`src/rtl/cr_cceip_sup_df_mux_n.sv`:
```
// cr_cceip_sup_df_mux_n
// N-input AXI4-Stream data-flow mux for the CCEIP support path. The selected
// input only changes at packet boundaries. Output goes through a 2-entry skid
// FIFO. Also provides a saturating packet counter and idle/pending status.
module cr_cceip_sup_df_mux_n #(
   parameter int NUM_IN = 4,
   parameter int DATA_W = 64,
   parameter int SEL_W  = $clog2(NUM_IN) + 1,
   parameter int CNT_W  = 32
) (
   input  logic                       clk,
   input  logic                       rst_n,
   input  logic [SEL_W-1:0]           cfg_sel,
   input  logic [NUM_IN-1:0]          in_tvalid,
   input  logic [NUM_IN*DATA_W-1:0]   in_tdata,
   input  logic [NUM_IN-1:0]          in_tlast,
   output logic [NUM_IN-1:0]          in_tready,
   output logic                       out_tvalid,
   output logic [DATA_W-1:0]          out_tdata,
   output logic                       out_tlast,
   input  logic                       out_tready,
   output logic [SEL_W-1:0]           cur_sel,
   output logic                       sel_pend,
   output logic [CNT_W-1:0]           pkt_cnt,
   input  logic                       cnt_clr,
   output logic                       mux_idle
);

   typedef enum logic {ST_IDLE = 1'b0, ST_PKT = 1'b1} state_t;

   state_t              state_q, state_d;
   logic [SEL_W-1:0]    cur_sel_q, cur_sel_d;
   logic [NUM_IN-1:0]   in_tready_q, in_tready_d;
   logic [NUM_IN-1:0]   hit_s;
   logic [DATA_W-1:0]   head_data_q, head_data_d, tail_data_q, tail_data_d;
   logic                head_last_q, head_last_d, tail_last_q, tail_last_d;
   logic [1:0]          cnt_q, cnt_d;
   logic [CNT_W-1:0]    pkt_cnt_q, pkt_cnt_d;
   logic                sel_valid_s, sel_last_s;
   logic [DATA_W-1:0]   sel_data_s;
   logic                acc_s, pop_s;

   // Decode the select in force and steer the matching input lane.
   always_comb begin
      hit_s       = '0;
      sel_valid_s = 1'b0;
      sel_last_s  = 1'b0;
      sel_data_s  = '0;
      for (int i = 0; i < NUM_IN; i++) begin
         hit_s[i]    = (cur_sel_q == SEL_W'(i));
         sel_valid_s = sel_valid_s | (hit_s[i] & in_tvalid[i]);
         sel_last_s  = sel_last_s  | (hit_s[i] & in_tlast[i]);
         sel_data_s  = sel_data_s  | ({DATA_W{hit_s[i]}} & in_tdata[i*DATA_W +: DATA_W]);
      end
   end

   assign acc_s = |(in_tvalid & in_tready_q & hit_s);
   assign pop_s = (cnt_q != 2'd0) & out_tready;

   // Skid FIFO next state: head entry drives the output, tail holds the overflow beat.
   always_comb begin
      head_data_d = head_data_q;
      head_last_d = head_last_q;
      tail_data_d = tail_data_q;
      tail_last_d = tail_last_q;
      cnt_d       = cnt_q;
      case ({acc_s, pop_s})
         2'b10: begin
            if (cnt_q == 2'd0) begin
               head_data_d = sel_data_s;
               head_last_d = sel_last_s;
            end else begin
               tail_data_d = sel_data_s;
               tail_last_d = sel_last_s;
            end
            cnt_d = cnt_q + 2'd1;
         end
         2'b01: begin
            head_data_d = tail_data_q;
            head_last_d = tail_last_q;
            cnt_d       = cnt_q - 2'd1;
         end
         2'b11: begin
            if (cnt_q == 2'd1) begin
               head_data_d = sel_data_s;
               head_last_d = sel_last_s;
            end else begin
               head_data_d = tail_data_q;
               head_last_d = tail_last_q;
               tail_data_d = sel_data_s;
               tail_last_d = sel_last_s;
            end
         end
         default: begin
            cnt_d = cnt_q;
         end
      endcase
   end

   // FSM next state: enter PKT on a non-final beat, leave on the tlast beat.
   always_comb begin
      state_d = state_q;
      case (state_q)
         ST_IDLE: begin
            if (acc_s & ~sel_last_s) begin
               state_d = ST_PKT;
            end else begin
               state_d = ST_IDLE;
            end
         end
         ST_PKT: begin
            if (acc_s & sel_last_s) begin
               state_d = ST_IDLE;
            end else begin
               state_d = ST_PKT;
            end
         end
         default: state_d = ST_IDLE;
      endcase
   end

   // Select follows cfg_sel only while no packet is open after this cycle's beat.
   always_comb begin
      cur_sel_d   = cur_sel_q;
      in_tready_d = '0;
      if (state_d == ST_IDLE) begin
         cur_sel_d = cfg_sel;
      end else begin
         cur_sel_d = cur_sel_q;
      end
      for (int i = 0; i < NUM_IN; i++) begin
         in_tready_d[i] = (cur_sel_d == SEL_W'(i)) & (cnt_d != 2'd2);
      end
   end

   // Packet counter: clear wins over increment, increment saturates.
   always_comb begin
      pkt_cnt_d = pkt_cnt_q;
      if (cnt_clr) begin
         pkt_cnt_d = '0;
      end else if (acc_s & sel_last_s & (pkt_cnt_q != {CNT_W{1'b1}})) begin
         pkt_cnt_d = pkt_cnt_q + CNT_W'(1);
      end else begin
         pkt_cnt_d = pkt_cnt_q;
      end
   end

   // FSM state register.
   always_ff @(posedge clk) begin
      if (!rst_n) begin
         state_q <= ST_IDLE;
      end else begin
         state_q <= state_d;
      end
   end

   // Datapath, select and counter registers.
   always_ff @(posedge clk) begin
      if (!rst_n) begin
         cur_sel_q   <= {SEL_W{1'b1}};
         in_tready_q <= '0;
         head_data_q <= '0;
         head_last_q <= 1'b0;
         tail_data_q <= '0;
         tail_last_q <= 1'b0;
         cnt_q       <= 2'd0;
         pkt_cnt_q   <= '0;
      end else begin
         cur_sel_q   <= cur_sel_d;
         in_tready_q <= in_tready_d;
         head_data_q <= head_data_d;
         head_last_q <= head_last_d;
         tail_data_q <= tail_data_d;
         tail_last_q <= tail_last_d;
         cnt_q       <= cnt_d;
         pkt_cnt_q   <= pkt_cnt_d;
      end
   end

   // FSM outputs: pending switch and idle status.
   always_comb begin
      sel_pend = (state_q == ST_PKT) & (cfg_sel != cur_sel_q);
      mux_idle = (state_q == ST_IDLE) & (cnt_q == 2'd0) & ~sel_valid_s;
   end

   assign in_tready  = in_tready_q;
   assign out_tvalid = (cnt_q != 2'd0);
   assign out_tdata  = head_data_q;
   assign out_tlast  = head_last_q;
   assign cur_sel    = cur_sel_q;
   assign pkt_cnt    = pkt_cnt_q;

endmodule

```
`config.mk`:
```
export PLATFORM = sky130hd
export DESIGN_NAME = cr_cceip_sup_df_mux_n
export DESIGN_NICKNAME = d
export VERILOG_FILES = /design/src/rtl/cr_cceip_sup_df_mux_n.sv
export SDC_FILE = /design/constraint.sdc
export NUM_CORES = 1
export LEC_CHECK = 0
export BUFFER_PORTS_ARGS = -buffer_cell sky130_fd_sc_hd__buf_2
export CAP_MARGIN = 20
export CORE_AREA = 2 2 145 147
export CTS_CLUSTER_DIAMETER = 50
export DETAILED_ROUTE_END_ITERATION = 8
export DIE_AREA = 0 0 147 149
export MAX_ROUTING_LAYER = met4
export PLACE_DENSITY = 0.76
export SYNTH_ARGS = -nofsm -noshare
export SYNTH_HDL_FRONTEND = slang
export SYNTH_SLANG_ARGS = --single-unit
```
`constraint.sdc`:
```
create_clock -name clk -period 3.31 [get_ports clk]
set_clock_uncertainty 0.1 [all_clocks]
set_input_delay 0.331 -clock clk [delete_from_list [all_inputs] [get_ports clk]]
set_output_delay 0.331 -clock clk [all_outputs]
set_load 0.005 [all_outputs]
```
==> flow_metrics.tcl <==
set metrics [dict create \
    multiInputGateArea_sq_mm 0.00536 \
    ys_warn_count 0 \
    drt-initial-drc-count 666 \
    max_clock_freq_mhz 330 \
    pin_count 378 \
    cts_buffers 17 \
    hpwlAfterDp_um 21500 \
    synth_edf_count 0 \
    reg2regPathDepth 9 \
    coreArea_sq_mm 0.0206 \
    grt_start_max_net_pins 130 \
    netlist_area_sq_mm 0.00923 \
    hold_buffers 0 \
    worst_r2r_startpoint "cur_sel[1]" \
    synthFlopType "dfxtp_1" \
    wl_per_cell_um 18.5 \
    clk_latency_ns 0.42 \
    rsz0062_at_grt "no" \
    maxCapViolCount 0 \
    first_pass_iters 8 \
    cts.clk_slew.worst_paths_ns 0.07 \
    antenna_found_initial 5 \
    overflow 0 \
    synth.top_cells.by_count "dfxtp_1 (172), a21oi_1 (155), nor2_1 (152)" \
    synth_seq_cells 172 \
    max_slew_margin 0.307 \
    num_vias 9722 \
    clock-root-buffer "clkbuf_16" \
    worstPathMaxFanout 19 \
    holdPathStages 2 \
    postCtsSetupRepairBufs 0 \
    grtUsageTotal 0.275 \
    p_leak_nw 4.91 \
    postSynth.asyncResetShare 0 \
    post-route-min-period_ns 3.03 \
    peakVddDrop_v 0.000305 \
    hold_class "input port to flop" \
    synthTopCellsByArea "dfxtp_1 (37%), mux4_2 (16%), a21oi_1 (8.4%)" \
    synth_top_area_frac 0.373 \
    required_ns 3.56 \
    fin_crit_sh 0.914 \
    outcome "completed" \
    syn_area_per_cell_sq_um 8.85 \
    grt_pass1_vias 8834 \
    seqCellArea_sq_mm 0.00345 \
    viasPerCell 5.87 \
    power_mw 4.92 \
    start_util 0.449 \
    drive_above_1_share 0.378 \
    cts_sinks 172 \
    rows 53 \
    holdPathEnd "cur_sel[2]" \
    cp_data_arrival_time_ns 3.28 \
    syn_nets 1320 \
    htreeDepth 4 \
    critPathKind "flop to flop" \
    timing.rr.end "out_tdata[44]" \
    cellPowerDensity_mw_per_mm2 415 \
    dieArea_sq_mm 0.0219 \
    die_h_um 149 \
    seqPwrFrac 0.437 \
    synth.distinct_cells 56 \
    p_switching_mw 1.31 \
    final.setup.tns_ns 0 \
    nNetsFinal 1638 \
    netlist.top_cell.by_area "dfxtp_1" \
    pwr-share-clk 0.397 \
    wl_um 30600 \
    hold_viol_final 0 \
    p_sw_frac 0.266 \
    start_kind "flop" \
    io_buffer_count 377 \
    power_frac_comb 0.166 \
    tritoncts "yes" \
    critPathCaptureType "flop" \
    synthesis.instances 1043 \
    antenna_left 0 \
    worst_slew_pin_slew_ns 1.04 \
    clock_path_buffers 2 \
    place_congestion 0.885 \
    die_w_um 147 \
    synth-seq-area-share 0.373 \
    area.growth.synth_to_final_pct 28.7 \
    n_fill_cell 1833 \
    grt_first_pass_wirelength_um 46900 \
    synth_most_common_cell "dfxtp_1" \
    slew_violations 0 \
    worstHoldStart "cfg_sel[2]" \
    drc 0 \
    setup_viol 0 \
    reg2reg_slack_ns 0.28 \
    postCtsResizedCells 0 \
    p_int_mw 3.62 \
]
==> power groups by stage <==
stage	registers, mW	clock network [mW]	logic [mW]
after global routing	2.16	2.07	0.890
after CTS	2.15	1.98	0.815
after floorplan	2.20	0	0.487
after global placement	2.20	0	0.794
after detailed placement	2.20	0	0.813
final	2.15	1.96	0.818
==> flip-flops by register name (all words and copies together), names as in the netlist <==
register	flops
cnt_q	2
pkt_cnt	32
in_tready	4
out_tdata	64
state_q	1
tail_data_q	64
tail_last_q	1
cur_sel	3
out_tlast	1
==> metrics by stage <==
step	cell area, sq um	hold slack [ns]	utilization	worst slack [ns]	instances
2_1_floorplan	9230	0.355	-	0.663	1043
3_3_place_gp	11300	0.364	0.549	0.197	1616
3_5_place_dp	11300	0.374	0.549	0.101	1616
4_1_cts	11800	0.0788	0.576	0.119	1648
5_1_grt	11900	0.0900	0.577	0.0730	1654
6_report	11900	0.101	0.578	0.283	1655
==> kinds of logic after synthesis <==
kind of cell | count (synthesis) | share of synthesized area
fa+ha+maj | 6 | 0.00814
simple gates | 333 | 0.165
buf+inv | 112 | 0.0491
flops | 172 | 0.373
mux | 80 | 0.175
xor+xnor | 3 | 0.00285
compound gates | 337 | 0.227
==> final cells by class <==
class | count | share of cell area
multi-input combinational | 760 | 0.452
sequential | 172 | 0.291
timing repair buffer | 398 | 0.175
clock buffer | 22 | 0.0391
tap | 275 | 0.0290
clock inverter | 10 | 0.00906
inverter | 12 | 0.00400
antenna | 6 | 0.00126
==> worst max-delay path by stage <==
stage          slack, ns             end  cells past startpoint    startpoint
2_1_floorplan       0.66  tail_data_q[0]                     12    cur_sel[1]
3_3_place_gp        0.20   out_tdata[56]                     10  in_tvalid[0]
3_5_place_dp        0.10   out_tdata[51]                     10  in_tvalid[0]
4_1_cts             0.12   out_tdata[51]                      9    cur_sel[1]
5_1_grt             0.07   out_tdata[51]                      9    cur_sel[1]
6_report            0.28   out_tdata[44]                      9    cur_sel[1]
==> cells in the final DEF (no fill, tap or decap), types with 10 or more instances in the layout <==
| master | n |
|---|---|
| a21oi_1 | 154 |
| a32oi_1 | 64 |
| buf_2 | 377 |
| buf_4 | 18 |
| clkbuf_16 | 17 |
| dfxtp_1 | 170 |
| inv_1 | 10 |
| mux2i_1 | 14 |
| mux4_2 | 65 |
| nand2_1 | 91 |
| nand3_1 | 18 |
| nand4_1 | 10 |
| nor2_1 | 151 |
| o21ai_0 | 72 |
| o31ai_1 | 13 |
| or2_2 | 10 |
| or4_1 | 14 |
==> worst max-delay path: stages, from the launching register on <==
cell and delay (ns):
dfxtp_4 0.37, nand3b_4 0.18, and3_1 0.24, nor3_1 0.43, ha_1 0.31, a21oi_2 0.14
nor2_4 0.54, buf_4 0.36, a32oi_1 0.08, a21oi_1 0.19
==> per-layer routing <==
layer | vias to the layer above | GRT usage | wire length [um]
met5 | - | - | 0
met4 | 0 | 0.100 | 1040
met3 | 62 | 0.0505 | 2250
met2 | 508 | 0.443 | 14900
met1 | 4584 | 0.349 | 12400
li1 | 4568 | - | -
Note: power is estimated with default switching activity, not from simulation.
